$ cat src/rtl/accelbrot_com_mult_feeder_if.sv
// Operand-load and word-stream bundle of the multiplier feeder.
// slave = the feeder itself, master = the host/consumer side.
interface accelbrot_com_mult_feeder_if #(
    parameter int NWORDS = 8,
    parameter int WWIDTH = 34
);
    localparam int HWIDTH = WWIDTH / 2;
    localparam int AW     = (NWORDS > 1) ? $clog2(NWORDS) : 1;
    localparam int PW     = (NWORDS > 1) ? $clog2(2 * NWORDS) : 1;

    logic              wr_en;
    logic              wr_sel;
    logic [AW-1:0]     wr_addr;
    logic [WWIDTH-1:0] wr_data;
    logic              go;
    logic              busy;
    logic              done;
    logic [WWIDTH-1:0] a;
    logic [HWIDTH-1:0] b;
    logic              ab_start;
    logic              ab_valid;
    logic              ab_last;
    logic [PW-1:0]     pass_idx;

    modport slave (
        input  wr_en, wr_sel, wr_addr, wr_data, go,
        output busy, done, a, b, ab_start, ab_valid, ab_last, pass_idx
    );

    modport master (
        output wr_en, wr_sel, wr_addr, wr_data, go,
        input  busy, done, a, b, ab_start, ab_valid, ab_last, pass_idx
    );
endinterface

$ cat src/rtl/accelbrot_com_mult_feeder.sv
// Word-serial operand sequencer: streams A LSW-first once per half-word of B,
// each pass followed by a zero flush word, for the half-word x multi-word multiplier.
module accelbrot_com_mult_feeder #(
    parameter int NWORDS = 8,
    parameter int WWIDTH = 34
) (
    input  logic                       clk,
    input  logic                       rstn,
    accelbrot_com_mult_feeder_if.slave bus
);
    localparam int HWIDTH = WWIDTH / 2;
    localparam int AW     = (NWORDS > 1) ? $clog2(NWORDS) : 1;
    localparam int PW     = (NWORDS > 1) ? $clog2(2 * NWORDS) : 1;
    localparam int CW     = $clog2(NWORDS + 1);

    localparam logic [1:0] ST_IDLE = 2'd0;
    localparam logic [1:0] ST_RUN  = 2'd1;
    localparam logic [1:0] ST_DONE = 2'd2;

    localparam logic [CW-1:0] LAST_WORD = CW'(NWORDS);
    localparam logic [PW-1:0] LAST_PASS = PW'(2 * NWORDS - 1);

    logic [WWIDTH-1:0] mem_a_q [NWORDS];
    logic [WWIDTH-1:0] mem_a_d [NWORDS];
    logic [WWIDTH-1:0] mem_b_q [NWORDS];
    logic [WWIDTH-1:0] mem_b_d [NWORDS];

    logic [1:0]        state_q, state_d;
    logic [CW-1:0]     word_cnt_q, word_cnt_d;
    logic [PW-1:0]     pass_cnt_q, pass_cnt_d;
    logic              busy_q, busy_d;
    logic              done_q, done_d;
    logic [WWIDTH-1:0] a_q, a_d;
    logic [HWIDTH-1:0] b_q, b_d;
    logic              ab_start_q, ab_start_d;
    logic              ab_valid_q, ab_valid_d;
    logic              ab_last_q, ab_last_d;
    logic [PW-1:0]     pass_idx_q, pass_idx_d;

    logic              wr_ok_s;
    logic              load_s;
    logic [CW-1:0]     nxt_word_s;
    logic [PW-1:0]     nxt_pass_s;
    logic [AW-1:0]     rd_word_s;
    logic [AW-1:0]     rd_pass_s;
    logic [WWIDTH-1:0] b_word_s;

    // Operand register files; a go in the same cycle takes priority over a write.
    always_comb begin
        mem_a_d = mem_a_q;
        mem_b_d = mem_b_q;
        wr_ok_s = (state_q == ST_IDLE) && bus.wr_en && !bus.go;
        if (wr_ok_s && bus.wr_sel) begin
            mem_b_d[bus.wr_addr] = bus.wr_data;
        end else if (wr_ok_s) begin
            mem_a_d[bus.wr_addr] = bus.wr_data;
        end else begin
            mem_a_d = mem_a_q;
        end
    end

    // Sequencer: picks the next (word, pass) position and the state transition.
    always_comb begin
        state_d    = state_q;
        load_s     = 1'b0;
        nxt_word_s = {CW{1'b0}};
        nxt_pass_s = {PW{1'b0}};
        done_d     = 1'b0;
        case (state_q)
            ST_IDLE: begin
                if (bus.go) begin
                    state_d = ST_RUN;
                    load_s  = 1'b1;
                end else begin
                    state_d = ST_IDLE;
                end
            end
            ST_RUN: begin
                if ((word_cnt_q == LAST_WORD) && (pass_cnt_q == LAST_PASS)) begin
                    state_d = ST_DONE;
                    done_d  = 1'b1;
                end else if (word_cnt_q == LAST_WORD) begin
                    load_s     = 1'b1;
                    nxt_pass_s = pass_cnt_q + PW'(1);
                end else begin
                    load_s     = 1'b1;
                    nxt_word_s = word_cnt_q + CW'(1);
                    nxt_pass_s = pass_cnt_q;
                end
            end
            ST_DONE: state_d = ST_IDLE;
            default: state_d = ST_IDLE;
        endcase
    end

    // Output word for the next position; the flush slot index aliases a real word but is masked.
    always_comb begin
        rd_word_s  = AW'(nxt_word_s);
        rd_pass_s  = AW'(nxt_pass_s >> 1);
        b_word_s   = mem_b_q[rd_pass_s];
        word_cnt_d = word_cnt_q;
        pass_cnt_d = pass_cnt_q;
        a_d        = a_q;
        b_d        = b_q;
        pass_idx_d = pass_idx_q;
        busy_d     = 1'b0;
        ab_valid_d = 1'b0;
        ab_start_d = 1'b0;
        ab_last_d  = 1'b0;
        if (load_s) begin
            word_cnt_d = nxt_word_s;
            pass_cnt_d = nxt_pass_s;
            busy_d     = 1'b1;
            ab_valid_d = 1'b1;
            ab_start_d = (nxt_word_s == {CW{1'b0}});
            ab_last_d  = (nxt_word_s == LAST_WORD);
            a_d        = (nxt_word_s == LAST_WORD) ? {WWIDTH{1'b0}} : mem_a_q[rd_word_s];
            b_d        = nxt_pass_s[0] ? b_word_s[WWIDTH-1:HWIDTH] : b_word_s[HWIDTH-1:0];
            pass_idx_d = nxt_pass_s;
        end else begin
            busy_d     = 1'b0;
        end
    end

    // Operand storage survives reset so a restart reuses the loaded operands.
    always_ff @(posedge clk) begin
        mem_a_q <= mem_a_d;
        mem_b_q <= mem_b_d;
    end

    // Control and output registers with synchronous active-low reset.
    always_ff @(posedge clk) begin
        if (!rstn) begin
            state_q    <= ST_IDLE;
            word_cnt_q <= {CW{1'b0}};
            pass_cnt_q <= {PW{1'b0}};
            busy_q     <= 1'b0;
            done_q     <= 1'b0;
            a_q        <= {WWIDTH{1'b0}};
            b_q        <= {HWIDTH{1'b0}};
            ab_start_q <= 1'b0;
            ab_valid_q <= 1'b0;
            ab_last_q  <= 1'b0;
            pass_idx_q <= {PW{1'b0}};
        end else begin
            state_q    <= state_d;
            word_cnt_q <= word_cnt_d;
            pass_cnt_q <= pass_cnt_d;
            busy_q     <= busy_d;
            done_q     <= done_d;
            a_q        <= a_d;
            b_q        <= b_d;
            ab_start_q <= ab_start_d;
            ab_valid_q <= ab_valid_d;
            ab_last_q  <= ab_last_d;
            pass_idx_q <= pass_idx_d;
        end
    end

    assign bus.busy     = busy_q;
    assign bus.done     = done_q;
    assign bus.a        = a_q;
    assign bus.b        = b_q;
    assign bus.ab_start = ab_start_q;
    assign bus.ab_valid = ab_valid_q;
    assign bus.ab_last  = ab_last_q;
    assign bus.pass_idx = pass_idx_q;
endmodule

$ cat src/flat_wrapper.sv
// flat-port wrapper written by rule: the top's interface ports become plain ports
module accelbrot_com_mult_feeder_flat 
#(
    parameter int NWORDS = 8,
    parameter int WWIDTH = 34
)
  (clk, rstn, bus_wr_en, bus_wr_sel, bus_wr_addr, bus_wr_data, bus_go, bus_busy, bus_done, bus_a, bus_b, bus_ab_start, bus_ab_valid, bus_ab_last, bus_pass_idx);
  accelbrot_com_mult_feeder_if #(.NWORDS(NWORDS), .WWIDTH(WWIDTH)) bus_i ();
  input  logic clk;
  input  logic rstn;
  input wire logic [$bits(bus_i.wr_en)-1:0] bus_wr_en;
  input wire logic [$bits(bus_i.wr_sel)-1:0] bus_wr_sel;
  input wire logic [$bits(bus_i.wr_addr)-1:0] bus_wr_addr;
  input wire logic [$bits(bus_i.wr_data)-1:0] bus_wr_data;
  input wire logic [$bits(bus_i.go)-1:0] bus_go;
  output wire logic [$bits(bus_i.busy)-1:0] bus_busy;
  output wire logic [$bits(bus_i.done)-1:0] bus_done;
  output wire logic [$bits(bus_i.a)-1:0] bus_a;
  output wire logic [$bits(bus_i.b)-1:0] bus_b;
  output wire logic [$bits(bus_i.ab_start)-1:0] bus_ab_start;
  output wire logic [$bits(bus_i.ab_valid)-1:0] bus_ab_valid;
  output wire logic [$bits(bus_i.ab_last)-1:0] bus_ab_last;
  output wire logic [$bits(bus_i.pass_idx)-1:0] bus_pass_idx;
  assign bus_i.wr_en = bus_wr_en;
  assign bus_i.wr_sel = bus_wr_sel;
  assign bus_i.wr_addr = bus_wr_addr;
  assign bus_i.wr_data = bus_wr_data;
  assign bus_i.go = bus_go;
  assign bus_busy = bus_i.busy;
  assign bus_done = bus_i.done;
  assign bus_a = bus_i.a;
  assign bus_b = bus_i.b;
  assign bus_ab_start = bus_i.ab_start;
  assign bus_ab_valid = bus_i.ab_valid;
  assign bus_ab_last = bus_i.ab_last;
  assign bus_pass_idx = bus_i.pass_idx;
  accelbrot_com_mult_feeder #(.NWORDS(NWORDS), .WWIDTH(WWIDTH)) u_core (.clk(clk), .rstn(rstn), .bus(bus_i));
endmodule
$ cat config.mk
export PLATFORM = sky130hd
export DESIGN_NAME = accelbrot_com_mult_feeder_flat
export DESIGN_NICKNAME = d
export VERILOG_FILES = /design/src/rtl/accelbrot_com_mult_feeder_if.sv /design/src/rtl/accelbrot_com_mult_feeder.sv /design/src/flat_wrapper.sv
export SDC_FILE = /design/constraint.sdc
export NUM_CORES = 1
export LEC_CHECK = 0
export ABC_AREA = 1
export BUFFER_PORTS_ARGS = -buffer_cell sky130_fd_sc_hd__buf_4
export CORE_ASPECT_RATIO = 1.5
export CORE_MARGIN = 4
export CORE_UTILIZATION = 40
export CTS_BUF_LIST = sky130_fd_sc_hd__clkbuf_8
export DETAILED_ROUTE_END_ITERATION = 16
export GPL_ROUTABILITY_DRIVEN = 1
export HOLD_SLACK_MARGIN = 0.08
export PLACE_DENSITY = 0.67
export SYNTH_ARGS = -nofsm -noshare
export SYNTH_HDL_FRONTEND = slang
export SYNTH_SLANG_ARGS = --single-unit
$ cat constraint.sdc
create_clock -name clk -period 2.9 [get_ports clk]
set_clock_uncertainty 0.15 [all_clocks]
set_input_delay 0.58 -clock clk [delete_from_list [all_inputs] [get_ports clk]]
set_output_delay 0.58 -clock clk [all_outputs]
set_load 0.03 [all_outputs]
==> After elaboration in Yosys (flattened, before gate mapping) <==
Cells that the tools add are included.
{ "classes": {"n_addsub": 2, "order_cmp": 4, "eq_ne": 5, "muxes": 26, "n_bitwise": 4, "n_reduce_logical": 11} }
{ "ops": {"columns": ["op", "n"], "rows": [
  ["$bwmux W272", 2],
  ["$bmux W34 S3", 2],
  ["$mux W34", 6],
  ["$demux W34 S3", 1],
  ["$mux W4", 6],
  ["$mux W17", 1],
  ["$eq A4 B4 Y1 const B", 3],
  ["$ge A4 B4 Y1 const B", 3],
  ["$not A3 Y4", 3],
  ["$add A4 B1 Y4 const B", 2],
  ["$reduce_and A2 Y1", 3],
  ["$logic_and A1 B1 Y1", 5],
  ["$mux W1", 5],
  ["$logic_not A4 Y1", 1],
  ["$lt A4 B1 Y1 const B", 1],
  ["$pmux W2 S2", 1],
  ["$eq A2 B1 Y1 const B", 1],
  ["$logic_not A2 Y1", 1],
  ["$mux W2", 1],
  ["$ne A2 B1 Y1 const B", 1],
  ["$pmux W1 S2", 1],
  ["$logic_not A1 Y1", 1],
  ["$not A1 Y1", 1]
]} }
{ "totals": {"reg_bits": 609, "in_bits": 42, "word_cells": 77} }

==> Depth between registers and ports, before layout <==
{ "logic_depth": {"ltp_word": 9, "ltp_mapped": 16} }

==> Worst setup path before layout <==
Ideal clock, no wire load.
{ "synth_path": {"path_type": "input port to flip-flop", "startpoint": "in bus_go", "endpoint": "reg u_core.mem_a_q[0] (netlist name), enable pin", "setup_time_ns": 0.425, "arrival_ns": 2.373, "slack_ns": -0.048, "cell_stages": 3, "n_path_buf": 0, "cell_sequence": "inv_1 nand4_1 nor2_1"} }
{ "synth_between": {"elab_chain_len": 5} }
{ "synth_rtl": {"columns": ["element", "line_no", "source"], "rows": [
  ["from (decl)", "flat_wrapper.sv:15", "input wire logic [$bits(bus_i.go)-1:0] bus_go;"],
  ["$logic_not A1 Y1 (*)", "accelbrot_com_mult_feeder.sv:52", "wr_ok_s = (state_q == ST_IDLE) && bus.wr_en && !bus.go;"],
  ["$logic_and A1 B1 Y1 (*)", "accelbrot_com_mult_feeder.sv:52", null],
  ["$logic_and A1 B1 Y1", "accelbrot_com_mult_feeder.sv:53", "if (wr_ok_s && bus.wr_sel) begin"],
  ["$not A1 Y1 (no line)", null, null],
  ["$reduce_and A2 Y1 (no line) (*)", null, null],
  ["to (signal assigned)", "accelbrot_com_mult_feeder.sv:127", "mem_a_q <= mem_a_d;"],
  ["to (decl)", "accelbrot_com_mult_feeder.sv:23", "logic [WWIDTH-1:0] mem_a_q [NWORDS];"]
]} }
Mark *: on every way between the ends. The rest lies on a longest branch, timed or not.
A chain may end at the register's enable or synchronous reset.

==> Worst setup path after layout <==
{ "layout_path": {"startpoint": "reg u_core.word_cnt_q[0]", "endpoint": "reg u_core.b_q[7], in the netlist u_core.bus.b[7]"} }
{ "layout_between": {"elab_chain_len": 9, "elab_cells_between_ends": 12, "cone_classes": "eq/ne: 1; mux: 9; bitwise: 1; reduce/logical: 1"} }
{ "layout_rtl": {"columns": ["element", "line_no", "source"], "rows": [
  ["from (decl)", "accelbrot_com_mult_feeder.sv:29", "logic [CW-1:0] word_cnt_q, word_cnt_d;"],
  ["from (signal assigned)", "accelbrot_com_mult_feeder.sv:135", "word_cnt_q <= {CW{1'b0}};"],
  ["from (signal assigned)", "accelbrot_com_mult_feeder.sv:147", "word_cnt_q <= word_cnt_d;"],
  ["$eq A4 B4 Y1 (*)", "accelbrot_com_mult_feeder.sv:79, accelbrot_com_mult_feeder.sv:82", null],
  ["$mux W4 / $logic_and A1 B1 Y1 (equally long branches)", "accelbrot_com_mult_feeder.sv:82, accelbrot_com_mult_feeder.sv:79", null],
  ["$mux W4", "accelbrot_com_mult_feeder.sv:79", "if ((word_cnt_q == LAST_WORD) && (pass_cnt_q == LAST_PASS)) begin"],
  ["$mux W4", "accelbrot_com_mult_feeder.sv:69", "case (state_q)"],
  ["$not A3 Y4 (not written as such)", "accelbrot_com_mult_feeder.sv:100", "b_word_s = mem_b_q[rd_pass_s];"],
  ["$bmux W34 S3", "accelbrot_com_mult_feeder.sv:100", null],
  ["$mux W34 (not written as such) (2 in series)", "accelbrot_com_mult_feeder.sv:100", null],
  ["$mux W17", "accelbrot_com_mult_feeder.sv:118", "b_d = nxt_pass_s[0] ? b_word_s[WWIDTH-1:HWIDTH] : b_word_s[HWIDTH-1:0];"],
  ["to (signal assigned)", "accelbrot_com_mult_feeder.sv:140", "b_q <= {HWIDTH{1'b0}};"],
  ["to (decl)", "accelbrot_com_mult_feeder.sv:34", "logic [HWIDTH-1:0] b_q, b_d;"]
]} }
Mark *: on every way between the ends. The rest lies on a longest branch, timed or not. The select of a mux whose other input is x is not followed.

==> results.py <==
metrics = {
    "status": {
        "status": "complete, no violations",
    },
    "global_routing": {
        "grt_max_degree": 137,
        "antenna_found_initial": 3,
        "grt_pass1_vias": 16594,
        "grt_pass1_wl_um": 97100,
        "overflow": 0,
        "grt_usage_pct": 18.8,
    },
    "setup_path": {
        "crit_chain": "inv_1 > ha_1 > nand2_1 > nor2_2 > nand2_1 > nand2_4 > nand2_4 > buf_4 > nand2_1 > nand3_1 > nand3_1 > nand3_1 > nand3_1 > nand2_1 > inv_1",
        "cp_slowest_stage_delay_ns": 0.44,
        "r2r-end": "u_core.bus.b[7]$_SDFFE_PN0P_",
        "cp_num_buf_inv": 3,
        "startpoint": "u_core.word_cnt_q[0]$_SDFFE_PN0P_",
        "cp_data_required_time_ns": 3.31,
        "r2r-start": "u_core.word_cnt_q[0]$_SDFFE_PN0P_",
        "critPathMaxFanout": 27,
        "path_delay_family": "simple AND/OR/NAND/NOR gates",
        "reg2reg_depth": 15,
        "critical_path_class": "register to register",
        "slowest_stage": "dfxtp_1",
        "critPathCaptureType": "register",
        "worst-path-stages": 15,
        "cp_data_arrival_time_ns": 3.13,
        "reg2reg_slack_ns": 0.19,
        "start_kind": "register",
        "crit_end": "u_core.bus.b[7]$_SDFFE_PN0P_",
    },
    "cts": {
        "numCtsBuffers": 84,
        "cts_setup_buffers": 0,
        "clock_sinks": 609,
        "h-tree-depth": 3,
        "clock-root-buffer": "clkbuf_8",
        "worstSkewPairLatency_ns": 0.66,
        "clk_pin_slew_worst_paths_ns": 0.07,
        "cts.path.max_buffers": 3,
        "cts_tree": "yes",
    },
    "timing": {
        "finalHoldViolCount": 0,
        "finalSetupViolations": 0,
        "tightestPinTransition_ns": 0.731,
        "fin_crit_ns": 2.71,
        "rsz0062_at_grt": "no",
        "max_clock_freq_mhz": 369,
        "maxSlewViolCount": 0,
        "slew_headroom_pct": 51.3,
        "setup_slack_ns": 0.189,
        "fin_crit_sh_pct": 93.5,
        "hold-worst-slack_ns": 0.120,
    },
    "pwr": {
        "p_leak_nw": 10.7,
        "ir_worst_vdd_mv": 0.270,
        "power_density_nw_per_um2": 616,
    },
    "die": {
        "die_area_um2": 67000,
        "start_util_pct": 40.4,
        "pin_count": 102,
        "die_w_um": 213,
        "rows": 112,
        "coreArea_um2": 62200,
        "fp.dieH_um": 315,
    },
    "routing": {
        "dr_total_vias": 16536,
        "drt_iter0_markers": 1316,
        "detail_route.wl_per_cell_um": 20.8,
        "remaining_drc_errors": 0,
        "first_pass_iters": 6,
        "ant_nets": 0,
        "viasPerCell": 5.37,
        "drt-total-wl_um": 64100,
    },
    "synth": {
        "yosys_warnings": 0,
        "yosysTopAreaCell": "edfxtp_1",
        "synth_cell_types": 35,
        "synthCells": 2074,
        "synth_ff_type": "edfxtp_1",
        "synth_nets": 2119,
        "synthTopCellsByArea": "edfxtp_1 (65%), nand3_1 (7.8%), dfxtp_1 (5.2%)",
        "synth_top_area_share_pct": 65.0,
        "synth_area_per_cell_um2": 12.1,
        "synth_seq_area_share_pct": 70.1,
        "synthTopCellsByCount": "edfxtp_1 (544), nand3_1 (394), inv_1 (213), nand2_1 (202), o211ai_1 (133)",
        "async_flop_share_pct": 0,
        "ys_seq_elements": 609,
        "syn_area_um2": 25100,
        "synth_edf_count": 544,
        "synth_most_common_cell": "edfxtp_1",
    },
    "placed_design": {
        "place_congestion": 0.819,
        "pre_cts_ws_ns": 0.117,
        "io_buffer_count": 101,
        "dp_hpwl_um": 36500,
    },
    "finish": {
        "post-route-util_pct": 46.8,
        "final_layout_size_suffix_gt1_share_pct": 18.9,
        "num-nets-final": 2249,
        "area_growth_pct": 15.8,
    },
    "min_path": {
        "hold_start": "bus_wr_data[16]",
        "hold_path.class": "input pin to register",
    },
    "job": {
        "drv_cap": 0,
    },
}
worst min path at each step:
| stage | to | slack [ns] | cells after the start |
|---|---|---|---|
| after floorplan | u_core.word_cnt_q[1]$_SDFFE_PN0P_ | 0.31 | 2 |
| after global placement | u_core.bus.a[3]$_SDFFE_PN0P_ | 0.31 | 2 |
| after detailed placement | u_core.bus.a[33]$_SDFFE_PN0P_ | 0.31 | 2 |
| after CTS | u_core.mem_b_q[185]$_DFFE_PP_ | 0.08 | 1 |
| after global routing | u_core.mem_b_q[254]$_DFFE_PP_ | 0.10 | 1 |
| final | u_core.mem_b_q[186]$_DFFE_PP_ | 0.12 | 1 |
where the power goes:
part | total (mW) | internal [mW] | switching [mW] | leakage [nW]
Combinational | 1.48 | 0.477 | 1.01 | 4.35
Clock | 6.70 | 3.45 | 3.25 | 0.969
Sequential | 9.76 | 9.68 | 0.0705 | 5.43
worst register-to-register path, stage by stage (launching register included):
cell and delay, ns:
dfxtp_1 0.44, inv_1 0.07, ha_1 0.22, nand2_1 0.09
nor2_2 0.05, nand2_1 0.11, nand2_4 0.10, nand2_4 0.24
buf_4 0.36, nand2_1 0.09, nand3_1 0.08, nand3_1 0.26
nand3_1 0.17, nand3_1 0.08, nand2_1 0.07, inv_1 0.03
sequential cells by signal, indices dropped and copies added, names as in the netlist:
register and cells:
u_core.bus.busy 1, u_core.bus.a 34, u_core.pass_cnt_q 4, u_core.bus.done 1, u_core.bus.ab_start 1, u_core.word_cnt_q 4
u_core.mem_a_q 272, u_core.state_q 2, u_core.bus.b 17, u_core.mem_b_q 272, u_core.bus.ab_last 1
layer usage:
metal	track usage, %	vias to the layer above	share of wire [%]
met5	0	-	0
li1	-	7608	-
met1	23.2	8163	39
met4	8.00	0	3.4
met3	2.79	119	6.5
met2	32.7	646	51
metrics by stage:
step / std cells / power (mW) / area (µm²) / TNS [ns]
2_1_floorplan: 2074 / 10.8 / 25100 / -26.17
3_3_place_gp: 2892 / 11.4 / 27100 / 0
3_5_place_dp: 2892 / 11.4 / 27100 / 0
4_1_cts: 3072 / 18.1 / 29000 / 0
5_1_grt: 3077 / 18.6 / 29100 / 0
6_report: 3077 / 17.9 / 29100 / 0
cell usage in the layout (no fill, tap or decap), types with 3 or more instances in the layout:
master / n
a21oi_1: 43
buf_12: 25
buf_4: 125
bufinv_16: 7
clkbuf_8: 86
clkinv_1: 14
clkinv_2: 18
clkinvlp_4: 6
dfxtp_1: 65
diode_2: 3
dlygate4sd3_1: 22
edfxtp_1: 544
ha_1: 3
inv_1: 238
inv_2: 7
nand2_1: 200
nand2_2: 4
nand3_1: 394
nand3_2: 3
nand3b_1: 76
nor2_1: 54
nor2_2: 3
nor2_4: 19
o211ai_1: 133
o21a_1: 3
o21ai_0: 30
or2_1: 18
or2_2: 114
final cells by class:
class / count / area [µm²]
Fill cell: 5543 / 33100
Sequential cell: 609 / 17600
Multi-Input combinational cell: 1110 / 6150
Timing Repair Buffer: 176 / 1760
Clock buffer: 86 / 1180
Tap cell: 798 / 998
Inverter: 223 / 843
Clock inverter: 72 / 528
Antenna cell: 3 / 7.51
cell families after synthesis:
family / synth area share, %
buf+inv: 6.00
xor+xnor: 0.0348
flops: 70.1
fa+ha+maj: 0.149
simple gates: 18.1
compound gates: 5.60
repair_timing:
| action | in CTS | in global routing |
|---|---|---|
| hold buffers | 22 | 0 |
| gates resized for setup | 0 | 3 |
| endpoints found under the hold margin | 261 | 0 |
| setup endpoints to repair | 0 | 8 |
No activity file was read; power rests on OpenSTA's default activity.
